## config.mk

```make
export PLATFORM = sky130hd
export DESIGN_NAME = inv_add_round_key_stage_flat
export DESIGN_NICKNAME = d
export VERILOG_FILES = /design/src/rtl/aes_dec_pkg.sv /design/src/rtl/inv_add_round_key_stage_if.sv /design/src/rtl/inv_add_round_key_stage_key_store.sv /design/src/rtl/inv_add_round_key_stage.sv /design/src/flat_wrapper.sv
export SDC_FILE = /design/constraint.sdc
export NUM_CORES = 2
export LEC_CHECK = 0
export ABC_CLOCK_PERIOD_IN_PS = 25700
export CORE_ASPECT_RATIO = 2
export CORE_MARGIN = 3
export CORE_UTILIZATION = 45
export CTS_BUF_LIST = sky130_fd_sc_hd__clkbuf_4 sky130_fd_sc_hd__clkbuf_8
export DETAILED_ROUTE_END_ITERATION = 10
export PLACE_DENSITY_LB_ADDON = 0.1
export SLEW_MARGIN = 5
export SYNTH_ARGS = -nofsm -noshare
export SYNTH_HDL_FRONTEND = slang
export SYNTH_SLANG_ARGS = --single-unit
```

## constraint.sdc

```tcl
create_clock -name clk -period 25.7 [get_ports clk]
set_input_delay 5.14 -clock clk [delete_from_list [all_inputs] [get_ports clk]]
set_output_delay 5.14 -clock clk [all_outputs]
set_load 0.005 [all_outputs]
```

## src/rtl/aes_dec_pkg.sv

```systemverilog
// Shared types and constants for the iterative AES decryption datapath.
package aes_dec_pkg;

  localparam int AES_DW     = 128;
  localparam int AES_NR_128 = 10;
  localparam int AES_NR_192 = 12;
  localparam int AES_NR_256 = 14;

  typedef logic [AES_DW-1:0] state_t;
  typedef logic [3:0]        round_idx_t;

  typedef enum logic [1:0] {
    LOAD,
    ARMED,
    RUN
  } ark_state_e;

endpackage

```

## src/rtl/inv_add_round_key_stage_if.sv

```systemverilog
// Data-path handshake bundle of the InvAddRoundKey stage: input beat from
// InvSubBytes, registered output beat with its round index.
interface inv_add_round_key_stage_if;
  import aes_dec_pkg::*;

  logic       in_valid;
  logic       in_ready;
  state_t     in_data;
  logic       out_valid;
  logic       out_ready;
  state_t     out_data;
  round_idx_t out_round;
  logic       out_last;

  modport master (
    output in_valid, in_data, out_ready,
    input  in_ready, out_valid, out_data, out_round, out_last
  );

  modport slave (
    input  in_valid, in_data, out_ready,
    output in_ready, out_valid, out_data, out_round, out_last
  );

endinterface

```

## src/rtl/inv_add_round_key_stage_key_store.sv

```systemverilog
// Round-key store: NR+1 keys plus a valid mask, one write port, a read port
// indexed by the round counter and a fixed key[NR] read. Build option ARK_ZEROIZE_EN.
module round_key_store
  import aes_dec_pkg::*;
#(
  parameter int NR = AES_NR_128
) (
  input  logic       clk,
  input  logic       rst,
  input  logic       wr_en,
  input  round_idx_t wr_idx,
  input  state_t     wr_data,
  input  logic       clear,
  input  round_idx_t rd_idx,
  output state_t     rd_key,
  output state_t     init_key,
  output logic       full
);

  state_t      keys [NR+1];
  logic [NR:0] mask;

  always_ff @(posedge clk or posedge rst) begin
    if (rst) begin
      mask <= '0;
    end else if (clear) begin
      mask <= '0;
    end else if (wr_en) begin
      mask[wr_idx] <= 1'b1;
    end
  end

  // NOTE: the key array has no reset; the valid mask alone decides whether
  // a key may be used, so resetting 11x128 flops would buy nothing.
  always_ff @(posedge clk) begin
`ifdef ARK_ZEROIZE_EN
    if (clear) begin
      for (int i = 0; i <= NR; i++) keys[i] <= '0;
    end else if (wr_en) begin
      keys[wr_idx] <= wr_data;
    end
`else
    if (wr_en && !clear) begin
      keys[wr_idx] <= wr_data;
    end
`endif
  end

  assign rd_key   = keys[rd_idx];
  assign init_key = keys[NR];
  assign full     = &mask;

endmodule

```

## src/rtl/inv_add_round_key_stage.sv

```systemverilog
// Registered InvAddRoundKey stage: XORs each InvSubBytes result with key[cnt],
// walking cnt from NR-1 down to 0 per block. Optional build macro: ARK_ZEROIZE_EN.
module inv_add_round_key_stage
  import aes_dec_pkg::*;
#(
  parameter int NR = AES_NR_128,
  parameter int DW = AES_DW
) (
  input  logic                  clk,
  input  logic                  rst,
  input  logic                  key_wr_en,
  input  round_idx_t            key_wr_idx,
  input  logic [DW-1:0]         key_wr_data,
  input  logic                  key_clear,
  output logic                  key_wr_err,
  output logic                  keys_ready,
  output logic [DW-1:0]         init_key,
  inv_add_round_key_stage_if.slave bus
);

  localparam round_idx_t CNT_TOP = round_idx_t'(NR - 1);
  localparam round_idx_t IDX_MAX = round_idx_t'(NR);

  ark_state_e state, state_nxt;
  round_idx_t cnt;
  state_t     rd_key;
  logic       accept;
  logic       wr_ok;
  logic       wr_rej;

  // The store is frozen while a block is in flight so every round of it
  // sees one consistent key schedule.
  assign wr_ok  = key_wr_en && !key_clear && (key_wr_idx <= IDX_MAX) && (state != RUN);
  assign wr_rej = key_wr_en && !key_clear && !wr_ok;

  round_key_store #(.NR(NR)) u_store (
    .clk      (clk),
    .rst      (rst),
    .wr_en    (wr_ok),
    .wr_idx   (key_wr_idx),
    .wr_data  (key_wr_data),
    .clear    (key_clear),
    .rd_idx   (cnt),
    .rd_key   (rd_key),
    .init_key (init_key),
    .full     (keys_ready)
  );

  assign bus.in_ready = (state != LOAD) && (!bus.out_valid || bus.out_ready);
  assign accept       = bus.in_valid && bus.in_ready;

  always_ff @(posedge clk or posedge rst) begin
    if (rst) state <= LOAD;
    else     state <= state_nxt;
  end

  // NOTE: every always_comb output gets a default first so no path can
  // leave it unassigned and infer a latch.
  always_comb begin
    state_nxt = state;
    unique case (state)
      LOAD:    if (keys_ready) state_nxt = ARMED;
      ARMED:   if (accept && cnt != '0) state_nxt = RUN;
      RUN:     if (accept && cnt == '0) state_nxt = ARMED;
      default: state_nxt = LOAD;
    endcase
    if (key_clear) state_nxt = LOAD;
  end

  // NOTE: sequential state uses non-blocking assignments only, so every
  // flop samples pre-edge values regardless of statement order.
  always_ff @(posedge clk or posedge rst) begin
    if (rst) begin
      cnt <= CNT_TOP;
    end else if (key_clear) begin
      cnt <= CNT_TOP;
    end else if (accept) begin
      cnt <= (cnt == '0) ? CNT_TOP : cnt - 4'd1;
    end
  end

  always_ff @(posedge clk or posedge rst) begin
    if (rst) key_wr_err <= 1'b0;
    else     key_wr_err <= wr_rej;
  end

  // A beat accepted in the same cycle as key_clear still uses the old key.
  always_ff @(posedge clk or posedge rst) begin
    if (rst) begin
      bus.out_valid <= 1'b0;
      bus.out_data  <= '0;
      bus.out_round <= '0;
      bus.out_last  <= 1'b0;
    end else if (accept) begin
      bus.out_valid <= 1'b1;
      bus.out_data  <= bus.in_data ^ rd_key;
      bus.out_round <= cnt;
      bus.out_last  <= (cnt == '0);
    end else if (bus.out_ready) begin
      bus.out_valid <= 1'b0;
    end
  end

endmodule

```

## src/flat_wrapper.sv

```systemverilog
// flat-port wrapper written by rule: the top's interface ports become plain ports
module inv_add_round_key_stage_flat import aes_dec_pkg::*;
#(
  parameter int NR = AES_NR_128,
  parameter int DW = AES_DW
)
  (clk, rst, key_wr_en, key_wr_idx, key_wr_data, key_clear, key_wr_err, keys_ready, init_key, bus_in_valid, bus_in_data, bus_out_ready, bus_in_ready, bus_out_valid, bus_out_data, bus_out_round, bus_out_last);
  inv_add_round_key_stage_if bus_i ();
  input  logic clk;
  input  logic rst;
  input  logic key_wr_en;
  input  round_idx_t key_wr_idx;
  input  logic [DW-1:0] key_wr_data;
  input  logic key_clear;
  output logic key_wr_err;
  output logic keys_ready;
  output logic [DW-1:0] init_key;
  input wire logic [$bits(bus_i.in_valid)-1:0] bus_in_valid;
  input wire logic [$bits(bus_i.in_data)-1:0] bus_in_data;
  input wire logic [$bits(bus_i.out_ready)-1:0] bus_out_ready;
  output wire logic [$bits(bus_i.in_ready)-1:0] bus_in_ready;
  output wire logic [$bits(bus_i.out_valid)-1:0] bus_out_valid;
  output wire logic [$bits(bus_i.out_data)-1:0] bus_out_data;
  output wire logic [$bits(bus_i.out_round)-1:0] bus_out_round;
  output wire logic [$bits(bus_i.out_last)-1:0] bus_out_last;
  assign bus_i.in_valid = bus_in_valid;
  assign bus_i.in_data = bus_in_data;
  assign bus_i.out_ready = bus_out_ready;
  assign bus_in_ready = bus_i.in_ready;
  assign bus_out_valid = bus_i.out_valid;
  assign bus_out_data = bus_i.out_data;
  assign bus_out_round = bus_i.out_round;
  assign bus_out_last = bus_i.out_last;
  inv_add_round_key_stage #(.NR(NR), .DW(DW)) u_core (.clk(clk), .rst(rst), .key_wr_en(key_wr_en), .key_wr_idx(key_wr_idx), .key_wr_data(key_wr_data), .key_clear(key_clear), .key_wr_err(key_wr_err), .keys_ready(keys_ready), .init_key(init_key), .bus(bus_i));
endmodule
```

== Word level (Yosys, flattened, before mapping) ==
Memory sizes are Yosys's and may differ from the RTL's.
Index checks and enable logic that the tools add are counted.
Widths: inputs -> output; s select.
Word-level totals
  input bits: 266
  bits in writable memories: 1408
  logic and storage cells: 60
  output and inout bits: 265
  register bits after elaboration: 152
  memories: 1
Memories
  u_core.u_store.keys: depth 11, width 128, rd ports 2, clocked after memory_dff 0, wr ports 1, line inv_add_round_key_stage_key_store.sv:20  | state_t keys [NR+1];
Cells by class
  bitwise logic cells: 2
  add/subtract/negate cells: 1
  reduce and logical (&&, ||, !) cells: 23
  muxes and demuxes: 16
  magnitude comparators: 3
  equality and inequality tests: 6
Operator list (count)
  $xor 128x128->128: 1
  $mux 11: 2
  $mux 4: 3
  $or 11x11->11: 1
  $reduce_and 11->1: 1
  $logic_and 1x1->1: 10
  $mux 2: 4
  $reduce_bool 2->1: 4
  $ne 3x2->1 const B: 2
  $pmux 2 s3: 1
  $lt 4x5->1 const B: 1
  $mux 1: 5
  $demux 1 s4: 1
  $ge 4x1->1 const B: 1
  $le 4x4->1 const B: 1
  $logic_not 4->1: 1
  $reduce_bool 4->1: 1
  $sub 4x1->4 const B: 1
  $logic_not 1->1: 3
  $ne 3x3->1 const B: 1
  $reduce_and 3->1: 1
  $eq 2x1->1 const B: 1
  $eq 2x2->1 const B: 1
  $logic_not 2->1: 1
  other kinds (2): 2

== Depth between registers and ports, before layout ==
  depth in word-level cells: 8
  depth in mapped cells: 10
  mapped depth without buffers: 6

== Modules after synthesis ==
A second synthesis with hierarchy kept.
Unflattened totals
  cells, all modules: 3548
  area total of the unflattened synthesis: 61690.4 µm²
By module, submodules not included
  round_key_store: area an instance 55381.9 µm², instances 1, sequential area each 42555.8 µm², cells an instance 2941
  inv_add_round_key_stage: area an instance 6308.6 µm², instances 1, sequential area each 3530.9 µm², cells an instance 607

== Worst setup path after synthesis ==
No wires, ideal clock.
  path type: input to register
  start point: input port key_clear
  end point: memory u_core.u_store.keys[1][0] (netlist bit) (enable)
  library setup time: 0.772 ns
  arrival: 14.834 ns
  path buffers: 2
  stages: 6
  required time: 24.928 ns
  slack: 10.094 ns
  path through: buf_2 > nand2b_1 > a211o_1 > or3b_1 > clkbuf_1 > nor3_1
On the way
  longest elaborated chain between the ends: 7
RTL lines
  from (decl): line flat_wrapper.sv:14  | input logic key_clear;
  $logic_not 1->1 *: line inv_add_round_key_stage_key_store.sv:43, inv_add_round_key_stage.sv:33
  $logic_and 1x1->1 (3 in a row): line inv_add_round_key_stage.sv:33  | assign wr_ok = key_wr_en && !key_clear && (key_wr_idx <= IDX_MAX) && (state != RUN);
  $logic_and 1x1->1 *: line inv_add_round_key_stage_key_store.sv:43  | if (wr_en && !clear) begin
  $mux 1 *: line inv_add_round_key_stage_key_store.sv:43
  $mux 1 (implied by the code) *: line inv_add_round_key_stage_key_store.sv:44  | keys[wr_idx] <= wr_data;
  to (decl): line inv_add_round_key_stage_key_store.sv:20
Mark *: on every way between the ends. The rest lies on a longest branch, timed or not.

== Worst setup path after layout ==
  start point: input port bus_out_ready
  end point: output port bus_in_ready
On the way
  longest elaborated chain between the ends: 2
RTL lines
  from (decl): line flat_wrapper.sv:20  | input wire logic [$bits(bus_i.out_ready)-1:0] bus_out_ready;
  $logic_or 1x1->1: line inv_add_round_key_stage.sv:49  | assign bus.in_ready = (state != LOAD) && (!bus.out_valid || bus.out_ready);
  $logic_and 1x1->1: line inv_add_round_key_stage.sv:49
  to (decl): line flat_wrapper.sv:21  | output wire logic [$bits(bus_i.in_ready)-1:0] bus_in_ready;
No other way between the ends.

==> metrics <==
outcome=finished, final reports clean; crit path cell chain=clkdlybuf4s50_1 -> nand2b_1 -> o21a_1 -> clkdlybuf4s50_1; CTS tree=yes; Ys Warns=0; largest net degree at the start of global routing=153; Final Skew=60.3 ps; worst-margin pin slew=1100 ps; wire length per cell=26.8 um; total number of vias=34900; num rows=190; gpl congestion=0.749; Die X-Extent=267 um; Initial Util=45.4%; quantity of hold-fixing buffers added after cts=0; core footprint=135000 um2; count of final hold-check violations=0; shortest period the worst path allows=11590 ps; cell mode on critical path=clkdlybuf4s50_1; Worst Setup Path Type=in -> out; Fill cells=10800; Post-synth EDFFs=1408; worst path required time=20560 ps; ys async rst share=9.74%; post-route ant nets=0; Slew Limit Fails=0; mean post-synth cell area=17.4 um2; share of layout cells above drive strength 1=11.6%; Post-DP HPWL=86800 um; Seq/Total Area, Yosys=75.4%; Pleak=23.7 nW; CTS clock-pin slew for the worst setup and hold paths=70 ps; top_reg_cell synth=edfxtp_1; Crit. End Element=output port; Final nets=4380; final std cells w/o fill=6043; RSZ-0062 raised after global routing=no; Skew-Pair Late Insertion Delay=920 ps; area leader, netlist=edfxtp_1; die height=527 um; largest stage delay on the critical path=490 ps; Routed WL=162000 um; Setup Buffers After CTS=0; Syn Inst Count=3523; Remaining Overflow, GRT=0; I/O Pins=531; CP max stage cell=clkdlybuf4s50_1; power per standard cell area=67.5 nW/um2; crit-path max FO=5; final worst path period share=45.1%; post-synthesis cell type count=45; CTS H-tree lvls=4; root buf cell=clkbuf_8; Num CTS Buffers=212; Worst setup SP type=input port; first-pass GRT wire length=235000 um; Slew HR=26.7%; max-cap viol count=0; most frequent cells in the layout=edfxtp_1, mux2i_1, clkdlybuf4s50_1; Worst IR Drop VDD=0.0476 mV; CP arrival=6450 ps; Synth area leaders=edfxtp_1, mux2i_1, dfrtp_1; antenna violations before repair=15; number of global-route vias before repair=35800; via density per instance=5.77; Netlist Area Pre-Place=61100 um2; final core occ=54.1%; area grow syn2layout=19.1%; Hold WC Path Type=reg -> reg; CP Buf/Inv Count=2; top cell type's share of synthesized area=69.2%; I/O Buffers=530; #FFs+latches synth=1560; Final setup viols=0; PostCTS Resize Cnt=0; Crit path max-delay family=buffers and inverters; most common cell after layout, fill and taps aside=edfxtp_1; setup TNS=0 ps; fmax=86.3 MHz; # DRC=0; Iteration-0 DRC Markers=2115; Detailed Routing Iterations Pass 1=6; deepest clock path buffer count=3; placed insts=5627; Post-Syn Nets=3790; Sink Count=1560; Die ar.=141000 um2; gr usage total=22.8%
-- synth_stat cells (13+ instances only) --
| cell type | number |
|---|---|
| a211oi_1 | 128 |
| buf_2 | 109 |
| buf_6 | 15 |
| clkbuf_1 | 71 |
| dfrtp_1 | 150 |
| edfxtp_1 | 1408 |
| mux2i_1 | 640 |
| nand2_1 | 138 |
| nor2_1 | 13 |
| nor2b_1 | 129 |
| nor4_1 | 128 |
| o22ai_1 | 249 |
| o31a_1 | 128 |
| o31ai_1 | 79 |
| o31ai_2 | 51 |
-- metrics by stage --
step / setup WS, ps / hold slack (ps) / instance area (um2) / total power [W]
5_1_grt: 14040 / 500 / 72800 / 0.00509
3_3_place_gp: 14090 / 460 / 68200 / 0.00297
2_1_floorplan: 10090 / 450 / 61100 / 0.00288
4_1_cts: 14100 / 480 / 72800 / 0.00497
6_report: 14110 / 479 / 72800 / 0.00492
3_5_place_dp: 14120 / 462 / 68200 / 0.00297
-- state kept, by name, summed over array words and instances, names as in the netlist --
| name | cells |
|---|---|
| u_core.u_store.keys | 1408 |
| u_core.key_wr_err | 1 |
| u_core.bus.out_round | 4 |
| u_core.cnt | 4 |
| u_core.bus.out_data | 128 |
| u_core.state | 2 |
| u_core.bus.out_valid | 1 |
| u_core.bus.out_last | 1 |
| u_core.u_store.mask | 11 |
-- cell families (layout without fill, tap and decap cells) --
family                     after synthesis  in the layout  synth area share (%)
AOI/OAI and AO/OA                      672            672                  8.48
adders and majority gates                1              1                0.0205
other                                    0             12                     0
muxes                                  640            640                  10.5
buffers and inverters                  216            996                  1.80
DFF                                   1560           1560                  75.4
and+or+nand+nor                        434            434                  3.84
-- metal layers --
metal	global-route usage, %	share of wire [%]	vias to the layer above
li1	-	-	15500
met1	29.6	42	18000
met2	39.1	50	1132
met3	4.70	6.4	220
met4	5.83	1.7	8
met5	0	0.032	-
-- path summary, 6_finish.rpt --
kind                       cells after the start               startpoint  slack, ps                          to
max in group asynchronous                      4                      rst      18900     u_core.bus.out_data[16]
min reg2reg                                    2  u_core.bus.out_data[57]        480     u_core.bus.out_data[57]
min                                            2  u_core.bus.out_data[57]        480     u_core.bus.out_data[57]
max                                            4            bus_out_ready      14110                bus_in_ready
min in group asynchronous                      2                      rst       4690     u_core.bus.out_round[1]
max reg2reg                                    7          u_core.state[1]      21210  u_core.u_store.keys[5][39]
-- area by class of cell --
type                       count  area [um2]  area share, %
antenna                       12        30.0         0.0412
clock buffer                 304        3760           5.17
clock inverter               100         816           1.12
inverter                       8        47.5         0.0653
multi-input combinational   1747       14000           19.3
sequential                  1560       46100           63.3
tap                         1728        2160           2.97
timing repair buffer         584        5850           8.03
-- power breakdown --
group	internal, W	switching (W)	total [W]
sequential	0.00279	0.00000610	0.00280
combinational	0.0000515	0.0000705	0.000122
clock	0.00105	0.000943	0.00200
-- worst reg2reg max path, delay by kind of cell (launching register included) --
| family | cells | cell delay, ps |
|---|---|---|
| AO/OA/AOI/OAI | 1 | 310 |
| buffers and inverters | 3 | 2350 |
| flip-flops | 1 | 450 |
| AND/OR/NAND/NOR | 3 | 930 |
Note: power is estimated with default switching activity, not from simulation.
